--- src/rtl/alu_seq_pkg.sv ---
// alu_seq_pkg: shared definitions for the sequential ALU.
//   op_code      - 4-bit opcode enum, the same encoding the single-cycle ALU uses.
//   alu_state_t  - controller states for alu_seq.
//   ITER_OPS     - opcodes that can run for more than one cycle (the shifts).
//   is_iter_op() - membership test against ITER_OPS.
package alu_seq_pkg;

  typedef enum logic [3:0] {
    OP_ADD = 4'h0,
    OP_SUB = 4'h1,
    OP_INC = 4'h2,
    OP_DEC = 4'h3,
    OP_ADC = 4'h4,
    OP_AND = 4'h5,
    OP_OR  = 4'h6,
    OP_SET = 4'h7,
    OP_CLR = 4'h8,
    OP_SL  = 4'h9,
    OP_SR  = 4'hA,
    OP_LD  = 4'hB,
    OP_ST  = 4'hC,
    OP_BZ  = 4'hD,
    OP_BNZ = 4'hE,
    OP_JMP = 4'hF
  } op_code;

  typedef enum logic {
    IDLE  = 1'b0,
    SHIFT = 1'b1
  } alu_state_t;

  localparam int NUM_ITER_OPS = 2;
  localparam op_code ITER_OPS [NUM_ITER_OPS] = '{OP_SL, OP_SR};

  function automatic logic is_iter_op(input op_code op);
    logic hit;
    hit = 1'b0;
    for (int i = 0; i < NUM_ITER_OPS; i++) begin
      if (op == ITER_OPS[i]) hit = 1'b1;
    end
    return hit;
  endfunction

endpackage

--- src/rtl/alu_seq_comb.sv ---
// alu_seq_comb: combinational result and carry for every non-shift opcode.
//   op_i      opcode
//   rs_i      operand s
//   rt_i      operand t
//   carry_i   stored carry, consumed by ADC
//   result_o  WIDTH-bit result
//   carry_o   carry/borrow out (0 for logic and control ops)
// Arithmetic runs at WIDTH+1 bits so the top bit is the carry, or the
// borrow for subtraction.
module alu_seq_comb
  import alu_seq_pkg::*;
#(
  parameter int WIDTH = 8
) (
  input  op_code           op_i,
  input  logic [WIDTH-1:0] rs_i,
  input  logic [WIDTH-1:0] rt_i,
  input  logic             carry_i,
  output logic [WIDTH-1:0] result_o,
  output logic             carry_o
);

  logic [WIDTH:0] rs_x;
  logic [WIDTH:0] rt_x;
  logic [WIDTH:0] one_x;
  logic [WIDTH:0] cin_x;
  logic [WIDTH:0] wide;

  assign rs_x  = {1'b0, rs_i};
  assign rt_x  = {1'b0, rt_i};
  assign one_x = {{WIDTH{1'b0}}, 1'b1};
  assign cin_x = {{WIDTH{1'b0}}, carry_i};

  always_comb begin
    wide = '0;
    unique case (op_i)
      OP_ADD:  wide = rt_x + rs_x;
      OP_SUB:  wide = rt_x - rs_x;
      OP_INC:  wide = rt_x + one_x;
      OP_DEC:  wide = rt_x - one_x;
      OP_ADC:  wide = rt_x + cin_x;
      OP_AND:  wide = {1'b0, rs_i & rt_i};
      OP_OR:   wide = {1'b0, rs_i | rt_i};
      OP_SET:  wide = {1'b0, rs_i};
      OP_CLR:  wide = '0;
      // A zero-length shift passes rt through unchanged.
      OP_SL,
      OP_SR:   wide = {1'b0, rt_i};
      default: wide = '0;
    endcase
  end

  assign result_o = wide[WIDTH-1:0];
  assign carry_o  = wide[WIDTH];

endmodule

--- src/rtl/alu_seq.sv ---
// alu_seq: registered ALU with internal carry/zero flags and iterative shifts.
//   clk       system clock, rising edge
//   reset     synchronous, active-high
//   start_i   request, accepted only while busy_o=0
//   op_i      opcode (op_code encoding)
//   rs_i      operand s / shift amount
//   rt_i      operand t
//   busy_o    a shift is in progress
//   done_o    one-cycle pulse when result_o/ov_o/z_o update
//   result_o  registered result
//   ov_o      carry/borrow flag; also the carry consumed by ADC
//   z_o       zero flag of result_o
//
// state | meaning
// IDLE  | accepting requests; single-cycle ops finish here
// SHIFT | shifting work_q one bit per cycle, cnt_q bits remaining
module alu_seq
  import alu_seq_pkg::*;
#(
  parameter int WIDTH = 8,
  parameter int CNT_W = $clog2(WIDTH) + 1
) (
  input  logic             clk,
  input  logic             reset,
  input  logic             start_i,
  input  logic [3:0]       op_i,
  input  logic [WIDTH-1:0] rs_i,
  input  logic [WIDTH-1:0] rt_i,
  output logic             busy_o,
  output logic             done_o,
  output logic [WIDTH-1:0] result_o,
  output logic             ov_o,
  output logic             z_o
);

  localparam logic [WIDTH-1:0] WIDTH_V = WIDTH'(WIDTH);
  localparam logic [CNT_W-1:0] CNT_MAX = CNT_W'(WIDTH);
  localparam logic [CNT_W-1:0] CNT_ONE = CNT_W'(1);

  alu_state_t       state_q, state_d;
  logic [CNT_W-1:0] cnt_q, cnt_d;
  logic [WIDTH-1:0] work_q, work_d;
  logic             dir_r_q, dir_r_d;
  logic [WIDTH-1:0] result_q, result_d;
  logic             ov_q, ov_d;
  logic             z_q, z_d;
  logic             done_q, done_d;

  op_code           op;
  logic [CNT_W-1:0] amount;
  logic [WIDTH-1:0] comb_result;
  logic             comb_carry;
  logic [WIDTH-1:0] shifted;
  logic             out_bit;

  assign op = op_code'(op_i);

  // Shift amounts above WIDTH clamp to WIDTH; after the compare the value
  // fits in CNT_W bits.
  assign amount = (rs_i > WIDTH_V) ? CNT_MAX : CNT_W'(rs_i);

  alu_seq_comb #(
    .WIDTH(WIDTH)
  ) u_comb (
    .op_i    (op),
    .rs_i    (rs_i),
    .rt_i    (rt_i),
    .carry_i (ov_q),
    .result_o(comb_result),
    .carry_o (comb_carry)
  );

  assign shifted = dir_r_q ? {1'b0, work_q[WIDTH-1:1]} : {work_q[WIDTH-2:0], 1'b0};
  assign out_bit = dir_r_q ? work_q[0] : work_q[WIDTH-1];

  always_comb begin
    state_d  = state_q;
    cnt_d    = cnt_q;
    work_d   = work_q;
    dir_r_d  = dir_r_q;
    result_d = result_q;
    ov_d     = ov_q;
    z_d      = z_q;
    done_d   = 1'b0;
    unique case (state_q)
      IDLE: begin
        if (start_i) begin
          if (is_iter_op(op) && (amount != '0)) begin
            state_d = SHIFT;
            work_d  = rt_i;
            cnt_d   = amount;
            dir_r_d = (op == OP_SR);
          end else begin
            // Zero-length shifts land here too; the comb block passes rt
            // through with carry 0.
            result_d = comb_result;
            ov_d     = comb_carry;
            z_d      = (comb_result == '0);
            done_d   = 1'b1;
          end
        end
      end
      SHIFT: begin
        work_d = shifted;
        cnt_d  = cnt_q - CNT_ONE;
        if (cnt_q == CNT_ONE) begin
          state_d  = IDLE;
          result_d = shifted;
          ov_d     = out_bit;
          z_d      = (shifted == '0);
          done_d   = 1'b1;
        end
      end
      default: state_d = IDLE;
    endcase
  end

  always_ff @(posedge clk) begin
    if (reset) begin
      state_q  <= IDLE;
      cnt_q    <= '0;
      work_q   <= '0;
      dir_r_q  <= 1'b0;
      result_q <= '0;
      ov_q     <= 1'b0;
      z_q      <= 1'b1;
      done_q   <= 1'b0;
    end else begin
      state_q  <= state_d;
      cnt_q    <= cnt_d;
      work_q   <= work_d;
      dir_r_q  <= dir_r_d;
      result_q <= result_d;
      ov_q     <= ov_d;
      z_q      <= z_d;
      done_q   <= done_d;
    end
  end

  assign busy_o   = (state_q == SHIFT);
  assign done_o   = done_q;
  assign result_o = result_q;
  assign ov_o     = ov_q;
  assign z_o      = z_q;

endmodule
--- config.mk ---
export PLATFORM = sky130hd
export DESIGN_NAME = alu_seq
export DESIGN_NICKNAME = d
export VERILOG_FILES = /design/src/rtl/alu_seq_pkg.sv /design/src/rtl/alu_seq_comb.sv /design/src/rtl/alu_seq.sv
export SDC_FILE = /design/constraint.sdc
export NUM_CORES = 1
export LEC_CHECK = 0
export BUFFER_PORTS_ARGS = -buffer_cell sky130_fd_sc_hd__clkbuf_2
export CORE_ASPECT_RATIO = 0.9
export CORE_MARGIN = 3
export CORE_UTILIZATION = 40
export CTS_CLUSTER_SIZE = 8
export DETAILED_ROUTE_END_ITERATION = 8
export PLACE_DENSITY = 0.61
export SLEW_MARGIN = 30
export SYNTH_ARGS = -nofsm -noshare
export SYNTH_HDL_FRONTEND = slang
export SYNTH_SLANG_ARGS = --single-unit
--- constraint.sdc ---
create_clock -name clk -period 3.66 [get_ports clk]
set_input_delay 0.549 -clock clk [delete_from_list [all_inputs] [get_ports clk]]
set_output_delay 0.549 -clock clk [all_outputs]
set_load 0.01 [all_outputs]
# Word-level counts from Yosys, hierarchy flattened
# Index checks and enable logic that the tools add are counted.
[word_totals]
reg_bits = 25
input_bits = 23
output_inout_bits = 12
elab_cells = 75
[op_classes]
addsub = 6
magnitude_cmp = 1
eq_ne = 14
muxes = 34
bitwise_logic = 3
reduce_logical = 9
[ops]
columns = ["cell", "n"]
rows = [
  ["case mux 9 bit (9 select lines)", 1],
  ["2-to-1 mux 8 bit", 6],
  ["case mux 8 bit (2 select lines)", 2],
  ["2-to-1 mux 1 bit", 17],
  ["== test 4 x 3 -> 1 bit (second input constant)", 4],
  ["zero test 8 bit", 2],
  ["2-to-1 mux 4 bit", 3],
  ["adder 8 x 1 -> 9 bit", 1],
  ["adder 8 x 1 -> 9 bit (second input constant)", 1],
  ["adder 8 x 8 -> 9 bit", 1],
  ["subtractor 8 x 1 -> 9 bit (second input constant)", 1],
  ["subtractor 8 x 8 -> 9 bit", 1],
  ["AND 8 bit", 1],
  ["== test 4 x 1 -> 1 bit (second input constant)", 2],
  ["== test 4 x 2 -> 1 bit (second input constant)", 2],
  ["== test 4 bit (second input constant)", 2],
  ["> comparator 8 x 4 -> 1 bit (second input constant)", 1],
  ["OR 8 bit", 1],
  ["case mux 1 bit (2 select lines)", 4],
  ["case mux 4 bit (2 select lines)", 1],
  ["!= test 2 bit (second input constant)", 3],
  ["AND reduction 3 bit", 2],
  ["zero test 4 bit", 1],
  ["nonzero test 4 bit", 1],
  ["other kinds (6)", 6],
]

# Longest topological paths before layout
# Gate-level depths: netlist of the first run.
[logic_depth]
ltp_word = 9
mapped_depth = 16

# By module
# From an unflattened synthesis of the first run, not the netlist that was laid out.
[hier_totals]
hier_cells = 309
hier_area_um2 = 2406.1
[by_module_without_submodules]
columns = ["module", "instances", "cells_each", "area_each_um2", "seq_area_each_um2"]
rows = [
  ["alu_seq", 1, 162, 1371.3, 500.5],
  ["alu_seq_comb", 1, 147, 1034.7, 0.0],
]

# Worst setup path before layout of the first run
# No wires, ideal clock.
[synth_timing]
path_kind = "input-to-reg"
start = "input op_i[1]"
end = "register ov_q (netlist: ov_o)"
setup_ns = 0.079
arrival_time_ns = 3.422
required_ns = 3.581
path_slack_ns = 0.159
cell_stages = 14
n_path_buf = 2
cell_sequence = "buf_2 -> buf_1 -> nor4_1 -> a21boi_0 -> o21ai_0 -> inv_1 -> fa_1 -> nand2b_1 -> a21oi_1 -> a31oi_1 -> o21ai_0 -> xnor2_1 -> or3_1 -> a211oi_2"
[synth_between]
elab_chain_len = 8
[synth_rtl]
columns = ["element", "line_no", "text"]
rows = [
  ["start: declaration", "alu_seq.sv:26", "input logic [3:0] op_i,"],
  ["== test 4 bit", "alu_seq_pkg.sv:39, alu_seq_comb.sv:36", ""],
  ["2-to-1 mux 1 bit (2 in series)", "alu_seq_pkg.sv:39", "if (op == ITER_OPS[i]) hit = 1'b1;"],
  ["2-to-1 mux 1 bit", "alu_seq.sv:87", "if (start_i) begin"],
  ["2-to-1 mux 1 bit", "alu_seq.sv:85", "unique case (state_q)"],
  ["logical AND 1 bit", "alu_seq.sv:88", "if (is_iter_op(op) && (amount != '0)) begin"],
  ["!= test 2 bit (no source line)", "n/a", ""],
  ["AND reduction 3 bit (no source line)", "n/a", ""],
  ["end signal: assignment", "alu_seq.sv:134", "ov_q <= ov_d;"],
  ["end: declaration", "alu_seq.sv:45", "logic ov_q, ov_d;"],
]
# Parallel ways exist; a longest one is shown, timed or not. The select of a mux whose other input is x is not followed.
# A chain may end at the register's enable or synchronous reset.

# Worst setup path after layout of the first run
[layout_timing]
start = "input op_i[0]"
end = "register ov_q (netlist: ov_o)"
# Same word-level chain as after synthesis.

==> impl_summary.txt, run 1 <==
----------------------------------------------------
[Run status]
  Run status ... finished clean

[Synthesis]
  Gate count of the mapped netlist ... 317
  Syn Nets ... 353
  Async set-reset flop share out of synthesis ... 0%
  Library cells used by synthesis ... 57
  Syn avg cell area ... 7.05 um^2
  Most instantiated library cell after synthesis ... sky130_fd_sc_hd__nand2_1
  Flops & latches, synth ... 25
  Post-synthesis cell area ... 2240 um^2
  Ys Warns ... 0
  Biggest area consumer among synthesized cells ... sky130_fd_sc_hd__dfxtp_1
  Most used DFF post-synth ... sky130_fd_sc_hd__dfxtp_1
  Synth area leaders ... sky130_fd_sc_hd__dfxtp_1 (22%), sky130_fd_sc_hd__nand2_1 (8.1%), sky130_fd_sc_hd__ha_1 (6.7%)
  Sequential share of the synthesized area ... 22.4%
  Fraction of synthesized cell area taken by the top area cell type ... 22.4%
  Post-synth top cells ... sky130_fd_sc_hd__nand2_1 (48), sky130_fd_sc_hd__a21oi_1 (28), sky130_fd_sc_hd__nor2_1 (28)
  Number of flops mapped to enable cells by yosys ... 0

[Global route]
  GRT Total Usage ... 21.0%
  First-pass GRT wire length ... 11,300 um
  Remaining Overflow, GRT ... 0
  Pin count of the biggest net entering global routing ... 27
  Antenna violations before repair ... 0
  Number of global-route vias before repair ... 2,291

[Detailed routing]
  Violation count after the first detailed-routing iteration ... 320
  Count of nets left with antenna violations after detail routing ... 0
  Routed via count divided by cell count ... 5.91
  Vias post-DR ... 2,418
  First drt pass iteration count ... 6
  Number of remaining DRC errors ... 0
  WL/cell ... 16.7 um
  Detailed-route wire length ... 6820 um

[CTS]
  CTS-repair resized insts ... 0
  Register clock-pin slew on the reported worst setup and hold paths ... 90 ps
  Insertion delay of the later-clocked pin in the worst-skew pair ... 270 ps
  Cell chosen for the clock root ... sky130_fd_sc_hd__clkbuf_8
  Buffer count from post-CTS setup fixing ... 0
  CTS tree ... built
  CTS H-tree lvls ... 1
  Clock Tree Buf Depth ... 2
  Clock Sink Count ... 25
  Cts bufs inserted ... 3
  Quantity of hold-fixing buffers added after cts ... 0

[Timing]
  Number of hold violations in the final report ... 0
  Setup repair after global routing missed its margin ... no
  Slew margin rel. ... 52.0%
  Measured slew at the worst slew-check pin ... 719 ps
  Worst hold slack ... 455 ps
  Portion of the clock cycle consumed by the worst path in the final layout ... 88.8%
  Final TNS setup ... 0 ps
  Setup Skew ... 2.44 ps
  Final setup violation count ... 0
  Shortest period the worst path allows ... 3250 ps
  Slew Viols, Final ... 0
  Maximum clock frequency ... 308 MHz

[Critical path]
  Worst path required time ... 3850 ps
  Launching element type of the critical path ... input port
  Origin of the critical flop-to-flop path ... ov_o
  Master of the slowest instance on the critical path ... sky130_fd_sc_hd__or4_1
  Origin of the worst setup path ... op_i[0]
  Buf/Inv on CP ... 3
  CP max FO ... 7
  Endpoint class of the critical path ... flip-flop
  Data arrival, critical path ... 3440 ps
  Largest delay share family, worst path ... compound AO/OA/AOI/OAI gates
  Cell breakdown of the critical path ... clkbuf_2 -> inv_2 -> or4_1 -> o311ai_0 -> buf_4 -> ha_1 -> a21o_1 -> a31oi_1 -> o21ai_0 -> xnor2_1 -> or3_1 -> a211oi_2
  Critical Path Max Stage Delay ... 680 ps
  CP Class ... input port to flip-flop

[Floorplan]
  Placement row count ... 25
  Height of the chip ... 76.9 um
  Initial cell density of the core ... 42.0%
  Horizontal extent of the die ... 84.8 um
  Total Die Area ... 6520 um^2
  Area of the placeable core ... 5320 um^2
  Top-level port count ... 35

[Min path]
  Origin of the worst min-delay path ... result_o[4]
  Class of the tightest hold or removal check ... flip-flop to flip-flop

[Place]
  Routability Congestion ... 0.875
  IO Port Bufs ... 34
  Estimated wirelength of the detail-placed design ... 5210 um

[Final layout]
  Final net count ... 379
  Antenna Cells ... 0
  Synthesis-to-finish area growth ... 12.2%
  Proportion of layout cells with a drive suffix above 1 ... 16.1%
  Fillers ... 566

[Power and ir drop]
  Cell area power density ... 294 nW/um^2
  Worst-case vdd ir drop ... 0.178 mV
  Leak pwr ... 0.995 nW

[Job]
  Total of max-cap violations ... 0

----------------------------------------------------
[path summary, 6_finish.rpt]
kind                  to  slack (ps)  depth (start not counted)
max                 ov_o         410                         12
min          result_o[4]         460                          2
max reg2reg         ov_o         740                         13
min reg2reg  result_o[4]         460                          2
[cell usage in the layout, fill, tap and decap left out, types with 7 or more instances in the layout]
cell / n
sky130_fd_sc_hd__inv_1: 8
sky130_fd_sc_hd__a21oi_1: 28
sky130_fd_sc_hd__ha_1: 12
sky130_fd_sc_hd__o211ai_1: 8
sky130_fd_sc_hd__nor3_1: 7
sky130_fd_sc_hd__nand3_1: 11
sky130_fd_sc_hd__o21ai_0: 24
sky130_fd_sc_hd__nand2_1: 48
sky130_fd_sc_hd__nand2b_1: 11
sky130_fd_sc_hd__nor2_1: 28
sky130_fd_sc_hd__a31oi_1: 7
sky130_fd_sc_hd__buf_4: 7
sky130_fd_sc_hd__clkbuf_2: 34
sky130_fd_sc_hd__dfxtp_1: 25
[layer usage]
metal / track usage (%) / routed length [um]
met5: 0 / 0
met4: 5.38 / 121
met3: 3.11 / 404
met2: 30.9 / 2940
met1: 31.7 / 3350
[power breakdown]
group	internal [mW]	leakage [nW]	switching, mW
Clock	0.0779	0.0228	0.0872
Combinational	0.109	0.768	0.159
Sequential	0.291	0.204	0.0140
[logic make-up (layout without fill, tap and decap cells)]
family,Yosys count,after routing,synth area share [%]
xor+xnor,7,7,2.74
compound gates,103,103,29.8
fa+ha+maj,13,13,7.61
buf+inv,29,54,5.32
simple gates,132,132,28.4
flops,25,25,22.4
mux,8,8,3.69
[flip-flops by register name, indices dropped and copies added (netlist names)]
name / cells
cnt_q: 4
result_o: 8
z_o: 1
busy_o: 1
work_q: 8
dir_r_q: 1
ov_o: 1
done_o: 1
[tightest hold or removal path, stage by stage (launching register included)]
cell,delay (ps)
sky130_fd_sc_hd__dfxtp_1,320
sky130_fd_sc_hd__nand2_1,50
sky130_fd_sc_hd__a21oi_1,50
[through the flow]
| step | setup slack (ps) | utilization, % | std cells | instance area, um^2 | power [mW] |
|---|---|---|---|---|---|
| floorplan | 159 | - | 317 | 2240 | 0.491 |
| global placement | 215 | 46.2 | 405 | 2460 | 0.573 |
| detailed placement | 161 | 46.2 | 405 | 2460 | 0.574 |
| CTS | 429 | 47.1 | 409 | 2500 | 0.741 |
| global route | 155 | 47.2 | 409 | 2510 | 0.791 |
| finish | 411 | 47.2 | 409 | 2510 | 0.738 |
[area by class of cell]
class	count	area, um^2	share of cell area (%)
multi-input combinational	263	1620	64.7
sequential	25	500	20.0
timing repair buffer	41	223	8.88
inverter	9	33.8	1.35
clock buffer	4	45.0	1.80
tap	67	83.8	3.34
Note: power is estimated with default switching activity, not from simulation.
==> run 2, diff against run 1 <==
- BUFFER_PORTS_ARGS: -buffer_cell sky130_fd_sc_hd__clkbuf_2 -> not set
- DONT_BUFFER_PORTS: not set -> 1
- PLACE_DENSITY: 0.61 -> 0.53
- clock period: 3.66 -> 3.7 ns (I/O delays scaled with it)
==> run 2 against run 1 <==
Net effect:
- register-to-register slack lost 20 ps
- largest cell class unchanged
- global-route usage grew 1.1 points
- clock skew grew 4.9 ps
- critical endpoint unchanged
- core utilization shrank 3.5 points
==> impl_summary.txt, run 2 (same netlist as run 1, synthesis figures left out) <==
----------------------------------------------------
[Run status]
  Run status ... finished clean

[Timing]
  Slew margin rel. ... 50.2% (-1.8 points)
  Shortest period the worst path allows ... 3180 ps
  Final setup violation count ... 0 (unchanged)
  Setup repair after global routing missed its margin ... no
  Maximum clock frequency ... 314 MHz
  Measured slew at the worst slew-check pin ... 746 ps (+26.6 ps)
  Portion of the clock cycle consumed by the worst path in the final layout ... 86.0%
  Setup Skew ... 7.30 ps (+4.87 ps)
  Final TNS setup ... 0 ps (unchanged)
  Slew Viols, Final ... 0 (unchanged)
  Number of hold violations in the final report ... 0 (unchanged)

[Critical path]
  Master of the slowest instance on the critical path ... sky130_fd_sc_hd__or4_1
  Endpoint class of the critical path ... flip-flop
  Launching element type of the critical path ... input port
  Worst path required time ... 3910 ps (+60 ps)
  Largest delay share family, worst path ... compound AO/OA/AOI/OAI gates
  CP max FO ... 15 (+8)
  Buf/Inv on CP ... 2 (-1)
  CP Class ... input port to flip-flop
  Cell breakdown of the critical path ... inv_2 -> or4_1 -> o311ai_0 -> buf_4 -> ha_1 -> a21o_1 -> a31oi_1 -> o21ai_0 -> xnor2_1 -> or3_1 -> a211oi_2
  Data arrival, critical path ... 3390 ps (-50 ps)
  Critical Path Max Stage Delay ... 690 ps (about the same)

[Power and ir drop]
  Switching Fraction ... 33.7% (-1.6 points)
  Worst-case vdd ir drop ... 0.187 mV (+5.0%)
  Net switching power figure ... 231 uW (-11%)
  Cell area power density ... 296 nW/um^2 (+0.71%)
  Post-route total power ... 688 uW (-6.8%)
  Leak pwr ... 0.840 nW (-16%)
  Fraction of power consumed by sequential logic ... 44.9% (+3.5 points)
  Combinational Power Share ... 30.8% (-5.4 points)
  Cell-internal power ... 456 uW (-4.6%)
  Share of total power in the clock network ... 24.2% (+1.8 points)

[CTS]
  Register clock-pin slew on the reported worst setup and hold paths ... 90 ps (about the same)
  Buffer count from post-CTS setup fixing ... 0 (unchanged)
  CTS H-tree lvls ... 1 (unchanged)
  Quantity of hold-fixing buffers added after cts ... 0 (unchanged)
  CTS tree ... built
  Insertion delay of the later-clocked pin in the worst-skew pair ... 270 ps (about the same)
  Cts bufs inserted ... 3 (unchanged)
  CTS-repair resized insts ... 0 (unchanged)
  Clock Sink Count ... 25 (unchanged)
  Clock Tree Buf Depth ... 2 (unchanged)
  Cell chosen for the clock root ... sky130_fd_sc_hd__clkbuf_8

[Floorplan]
  Top-level port count ... 35 (unchanged)
  Placement row count ... 25 (unchanged)
  Area of the placeable core ... 5320 um^2 (unchanged)
  Height of the chip ... 76.9 um (unchanged)
  Horizontal extent of the die ... 84.8 um (unchanged)
  Initial cell density of the core ... 42.0% (unchanged)
  Total Die Area ... 6520 um^2 (unchanged)

[Final layout]
  Proportion of layout cells with a drive suffix above 1 ... 6.21% (-9.9 points)
  Antenna Cells ... 0 (unchanged)
  Final core area utilization ... 43.6% (-3.5 points)
  Final net count ... 343 (-9.5%)
  Most used cells in the layout excluding fill and tap cells ... sky130_fd_sc_hd__nand2_1 (48), sky130_fd_sc_hd__nor2_1 (28), sky130_fd_sc_hd__a21oi_1 (28)
  Most frequent standard cell in the layout excluding fill and tap cells ... sky130_fd_sc_hd__nand2_1
  Synthesis-to-finish area growth ... 3.81%

[Global route]
  Remaining Overflow, GRT ... 0 (unchanged)
  First-pass GRT wire length ... 11,700 um (+3.6%)
  Pin count of the biggest net entering global routing ... 27 (unchanged)
  Number of global-route vias before repair ... 2,215 (-3.3%)
  GRT Total Usage ... 22.1% (+1.1 points)
  Antenna violations before repair ... 0 (unchanged)

[Detailed routing]
  Routed via count divided by cell count ... 6.29 (+6.4%)
  Violation count after the first detailed-routing iteration ... 186 (-42%)
  First drt pass iteration count ... 5 (-1)
  Vias post-DR ... 2,346 (-3.0%)
  Detailed-route wire length ... 7070 um (+3.7%)
  Number of remaining DRC errors ... 0 (unchanged)
  Count of nets left with antenna violations after detail routing ... 0 (unchanged)
  WL/cell ... 19.0 um (+14%)

[Place]
  Estimated wirelength of the detail-placed design ... 5400 um (+3.6%)
  Routability Congestion ... 0.846 (-3.4%)
  IO Port Bufs ... 0 (-100%)

[Job]
  Total of max-cap violations ... 0 (unchanged)

[Min path]
  Class of the tightest hold or removal check ... input port to flip-flop

----------------------------------------------------
==> run 2: changes by cell type in the layout (fill, tap and decap cells not counted) <==
cell,delta
sky130_fd_sc_hd__buf_4,-2
sky130_fd_sc_hd__clkbuf_1,-1
sky130_fd_sc_hd__clkbuf_2,-34
sky130_fd_sc_hd__clkinvlp_4,+1
sky130_fd_sc_hd__nor4bb_1,+1
sky130_fd_sc_hd__nor4bb_2,-1
==> run 2: final timing paths <==
check	startpoint	end	slack (ps)	cells past startpoint
hold reg to reg	work_q[5]	work_q[5]	490	2
setup reg to reg	ov_o	ov_o	720	13
hold / removal	reset	result_o[6]	330	1
setup / recovery	op_i[0]	ov_o	520	11
==> run 2: through the flow <==
step / worst slack (ps) / std cells / hold WS (ps) / cell area [um^2]
global route: 396 / 373 / 310 / 2320
CTS: 584 / 373 / 321 / 2320
detailed placement: 316 / 369 / 483 / 2270
finish: 518 / 373 / 334 / 2320
floorplan: 193 / 317 / 458 / 2240
global placement: 369 / 369 / 476 / 2270
==> run 2: layout make-up <==
cell class / count / area [um^2]
clock inverter: 1 / 7.51
clock buffer: 3 / 41.3
timing repair buffer: 5 / 37.5
tap: 67 / 83.8
multi-input combinational: 263 / 1620
sequential: 25 / 500
inverter: 9 / 33.8
fill: 582 / 3000
==> run 2: layer usage <==
metal	track usage (%)	share of wire, %
met1	34.3	49
met2	31.3	42
met4	4.43	0.92
met5	0	0
met3	4.19	7.9
==> run 2: power groups by stage <==
| stage | registers (mW) | clock network [mW] | logic (mW) |
|---|---|---|---|
| after global placement | 0.315 | 0 | 0.209 |
| after floorplan | 0.310 | 0 | 0.175 |
| after global routing | 0.312 | 0.188 | 0.238 |
| final | 0.309 | 0.167 | 0.212 |
| after detailed placement | 0.315 | 0 | 0.208 |
| after CTS | 0.309 | 0.174 | 0.210 |
==> run 3, diff against run 2 <==
--- a/config.mk
+++ b/config.mk
@@ -13,5 +13,5 @@
 export DONT_BUFFER_PORTS = 1
 export PLACE_DENSITY = 0.53
-export SLEW_MARGIN = 30
+export SLEW_MARGIN = 20
 export SYNTH_ARGS = -nofsm -noshare
 export SYNTH_HDL_FRONTEND = slang
==> constraint.sdc (replaced) <==
create_clock -name clk -period 3.7 [get_ports clk]
set_input_delay 0.74 -clock clk [delete_from_list [all_inputs] [get_ports clk]]
set_output_delay 0.74 -clock clk [all_outputs]
set_load 0.01 [all_outputs]
==> run 3 against run 2 <==
Net effect:
- die area unchanged
- clock skew is 6.4 ps higher
- critical endpoint unchanged
- via count is 3.1% lower
- worst setup slack lost 160 ps
- sequential power about the same
==> impl_summary.txt, run 3 (same netlist as run 1, synthesis figures left out) <==
----------------------------------------------------
[Timing]
  Setup repair after global routing missed its margin ... no
  Slew Viols, Final ... 0 (unchanged)
  Setup Skew ... 13.8 ps (+6.45 ps)
  Final worst-path setup slack ... 357 ps (-161 ps)
  Shortest period the worst path allows ... 3340 ps (+161 ps)
  Slew margin rel. ... 48.3% (-1.9 points)
  Portion of the clock cycle consumed by the worst path in the final layout ... 90.3% (+4.4 points)
  Final TNS setup ... 0 ps (unchanged)
  Maximum clock frequency ... 299 MHz (-4.8%)
  Measured slew at the worst slew-check pin ... 774 ps (+28.2 ps)
  Worst hold slack ... 498 ps (+164 ps)
  Number of hold violations in the final report ... 0 (unchanged)
  Final setup violation count ... 0 (unchanged)

[Global route]
  Number of global-route vias before repair ... 2,118 (-4.4%)
  Pin count of the biggest net entering global routing ... 27 (unchanged)
  First-pass GRT wire length ... 11,100 um (-5.1%)
  Antenna violations before repair ... 0 (unchanged)
  GRT Total Usage ... 21.1% (-1.0 points)
  Remaining Overflow, GRT ... 0 (unchanged)

[Min path]
  Class of the tightest hold or removal check ... flip-flop to flip-flop
  Origin of the worst min-delay path ... cnt_q[3]

[CTS]
  Clock Tree Buf Depth ... 2 (unchanged)
  CTS H-tree lvls ... 1 (unchanged)
  Cts bufs inserted ... 3 (unchanged)
  Cell chosen for the clock root ... sky130_fd_sc_hd__clkbuf_8
  CTS-repair resized insts ... 0 (unchanged)
  Buffer count from post-CTS setup fixing ... 0 (unchanged)
  Register clock-pin slew on the reported worst setup and hold paths ... 110 ps (+20 ps)
  Insertion delay of the later-clocked pin in the worst-skew pair ... 280 ps (about the same)
  Clock Sink Count ... 25 (unchanged)
  CTS tree ... built
  Quantity of hold-fixing buffers added after cts ... 0 (unchanged)

[Final layout]
  Final net count ... 346 (+0.87%)
  Antenna Cells ... 0 (unchanged)
  Synthesis-to-finish area growth ... 4.87%
  Proportion of layout cells with a drive suffix above 1 ... 7.12% (+0.91 points)
  Final std cell area, no fill ... 2340 um^2 (+1.0%)
  Fillers ... 554 (-4.8%)
  Most used cells in the layout excluding fill and tap cells ... sky130_fd_sc_hd__nand2_1 (48), sky130_fd_sc_hd__nor2_1 (28), sky130_fd_sc_hd__a21oi_1 (28)
  Most frequent standard cell in the layout excluding fill and tap cells ... sky130_fd_sc_hd__nand2_1

[Place]
  Routability Congestion ... 0.899 (+6.2%)
  Estimated wirelength of the detail-placed design ... 5220 um (-3.3%)
  Post-placement cell area ... 2290 um^2 (+0.99%)
  IO Port Bufs ... 0 (unchanged)
  Dpl ws ... 127 ps (-188 ps)

[Critical path]
  Worst path required time ... 3910 ps (about the same)
  Endpoint class of the critical path ... flip-flop
  Cell mode on critical path ... sky130_fd_sc_hd__buf_4
  Cell breakdown of the critical path ... inv_2 -> or4_1 -> buf_4 -> o311ai_0 -> buf_4 -> ha_1 -> a21o_1 -> a31oi_1 -> o21ai_0 -> xnor2_1 -> or3_1 -> a211oi_2
  Origin of the critical flop-to-flop path ... ov_o
  Buf/Inv on CP ... 3 (+1)
  Master of the slowest instance on the critical path ... sky130_fd_sc_hd__or4_1
  CP Class ... input port to flip-flop
  Data arrival, critical path ... 3560 ps (+170 ps)
  Largest delay share family, worst path ... compound AO/OA/AOI/OAI gates
  Launching element type of the critical path ... input port
  Critical Path Max Stage Delay ... 560 ps (-130 ps)
  CP max FO ... 15 (unchanged)
  Origin of the worst setup path ... op_i[0]

[Floorplan]
  Placement row count ... 25 (unchanged)
  Height of the chip ... 76.9 um (unchanged)
  Total Die Area ... 6520 um^2 (unchanged)
  Area of the placeable core ... 5320 um^2 (unchanged)
  Horizontal extent of the die ... 84.8 um (unchanged)
  Top-level port count ... 35 (unchanged)
  Initial cell density of the core ... 42.0% (unchanged)

[Detailed routing]
  Routed via count divided by cell count ... 6.05 (-3.8%)
  Number of remaining DRC errors ... 0 (unchanged)
  First drt pass iteration count ... 4 (-1)
  WL/cell ... 18.5 um (-2.2%)
  Vias post-DR ... 2,274 (-3.1%)
  Detailed-route wire length ... 6970 um (-1.4%)
  Count of nets left with antenna violations after detail routing ... 0 (unchanged)
  Violation count after the first detailed-routing iteration ... 167 (-10%)

[Run status]
  Run status ... finished clean

[Power and ir drop]
  Post-route total power ... 700 uW (+1.9%)
  Leak pwr ... 0.858 nW (+2.1%)
  Cell area power density ... 299 nW/um^2 (+0.85%)
  Worst-case vdd ir drop ... 0.168 mV (-11%)

[Job]
  Total of max-cap violations ... 0 (unchanged)

----------------------------------------------------
-- run 3: changes by cell type in the layout (fill, tap and decap cells not counted), sizes merged --
cell,delta
buf,+3
clkinvlp,-1
inv,+1
-- run 3: path summary, 6_finish.rpt --
| check | to | slack, ps | depth (start not counted) |
|---|---|---|---|
| max reg2reg | ov_o | 730 | 13 |
| max | ov_o | 360 | 12 |
| min | cnt_q[3] | 500 | 2 |
| min reg2reg | cnt_q[3] | 500 | 2 |
-- run 3: layer usage --
metal | wire length [um] | up-vias | track usage, %
li1 | - | 1131 | -
met1 | 3310 | 1039 | 30.9
met5 | 0 | - | 0
met3 | 713 | 9 | 7.20
met2 | 2860 | 95 | 29.3
met4 | 84 | 0 | 5.22
-- run 3: final cells by class --
type / count / area [um^2] / share of cell area [%]
Timing Repair Buffer: 8 / 60.1 / 2.56
Clock buffer: 3 / 41.3 / 1.76
Sequential cell: 25 / 500 / 21.3
Clock inverter: 1 / 8.76 / 0.374
Tap cell: 67 / 83.8 / 3.58
Inverter: 9 / 33.8 / 1.44
Multi-Input combinational cell: 263 / 1620 / 68.9
-- run 3: worst min-delay path, stage by stage (launching register included) --
cell and delay [ps]:
sky130_fd_sc_hd__dfxtp_1 330, sky130_fd_sc_hd__nand2_1 60, sky130_fd_sc_hd__a31oi_1 70
-- run 3: metrics by stage --
step / util (%) / cells
after global routing: 44.1 / 376
after global placement: 43.2 / 372
after CTS: 44.1 / 376
final: 44.1 / 376
after detailed placement: 43.2 / 372
after floorplan: - / 317
-- run 3: power breakdown --
part	switching, mW	leakage (nW)	internal [mW]
Sequential	0.0207	0.204	0.288
Clock	0.100	0.0261	0.0792
Combinational	0.119	0.627	0.0928
Total	0.240	0.858	0.460
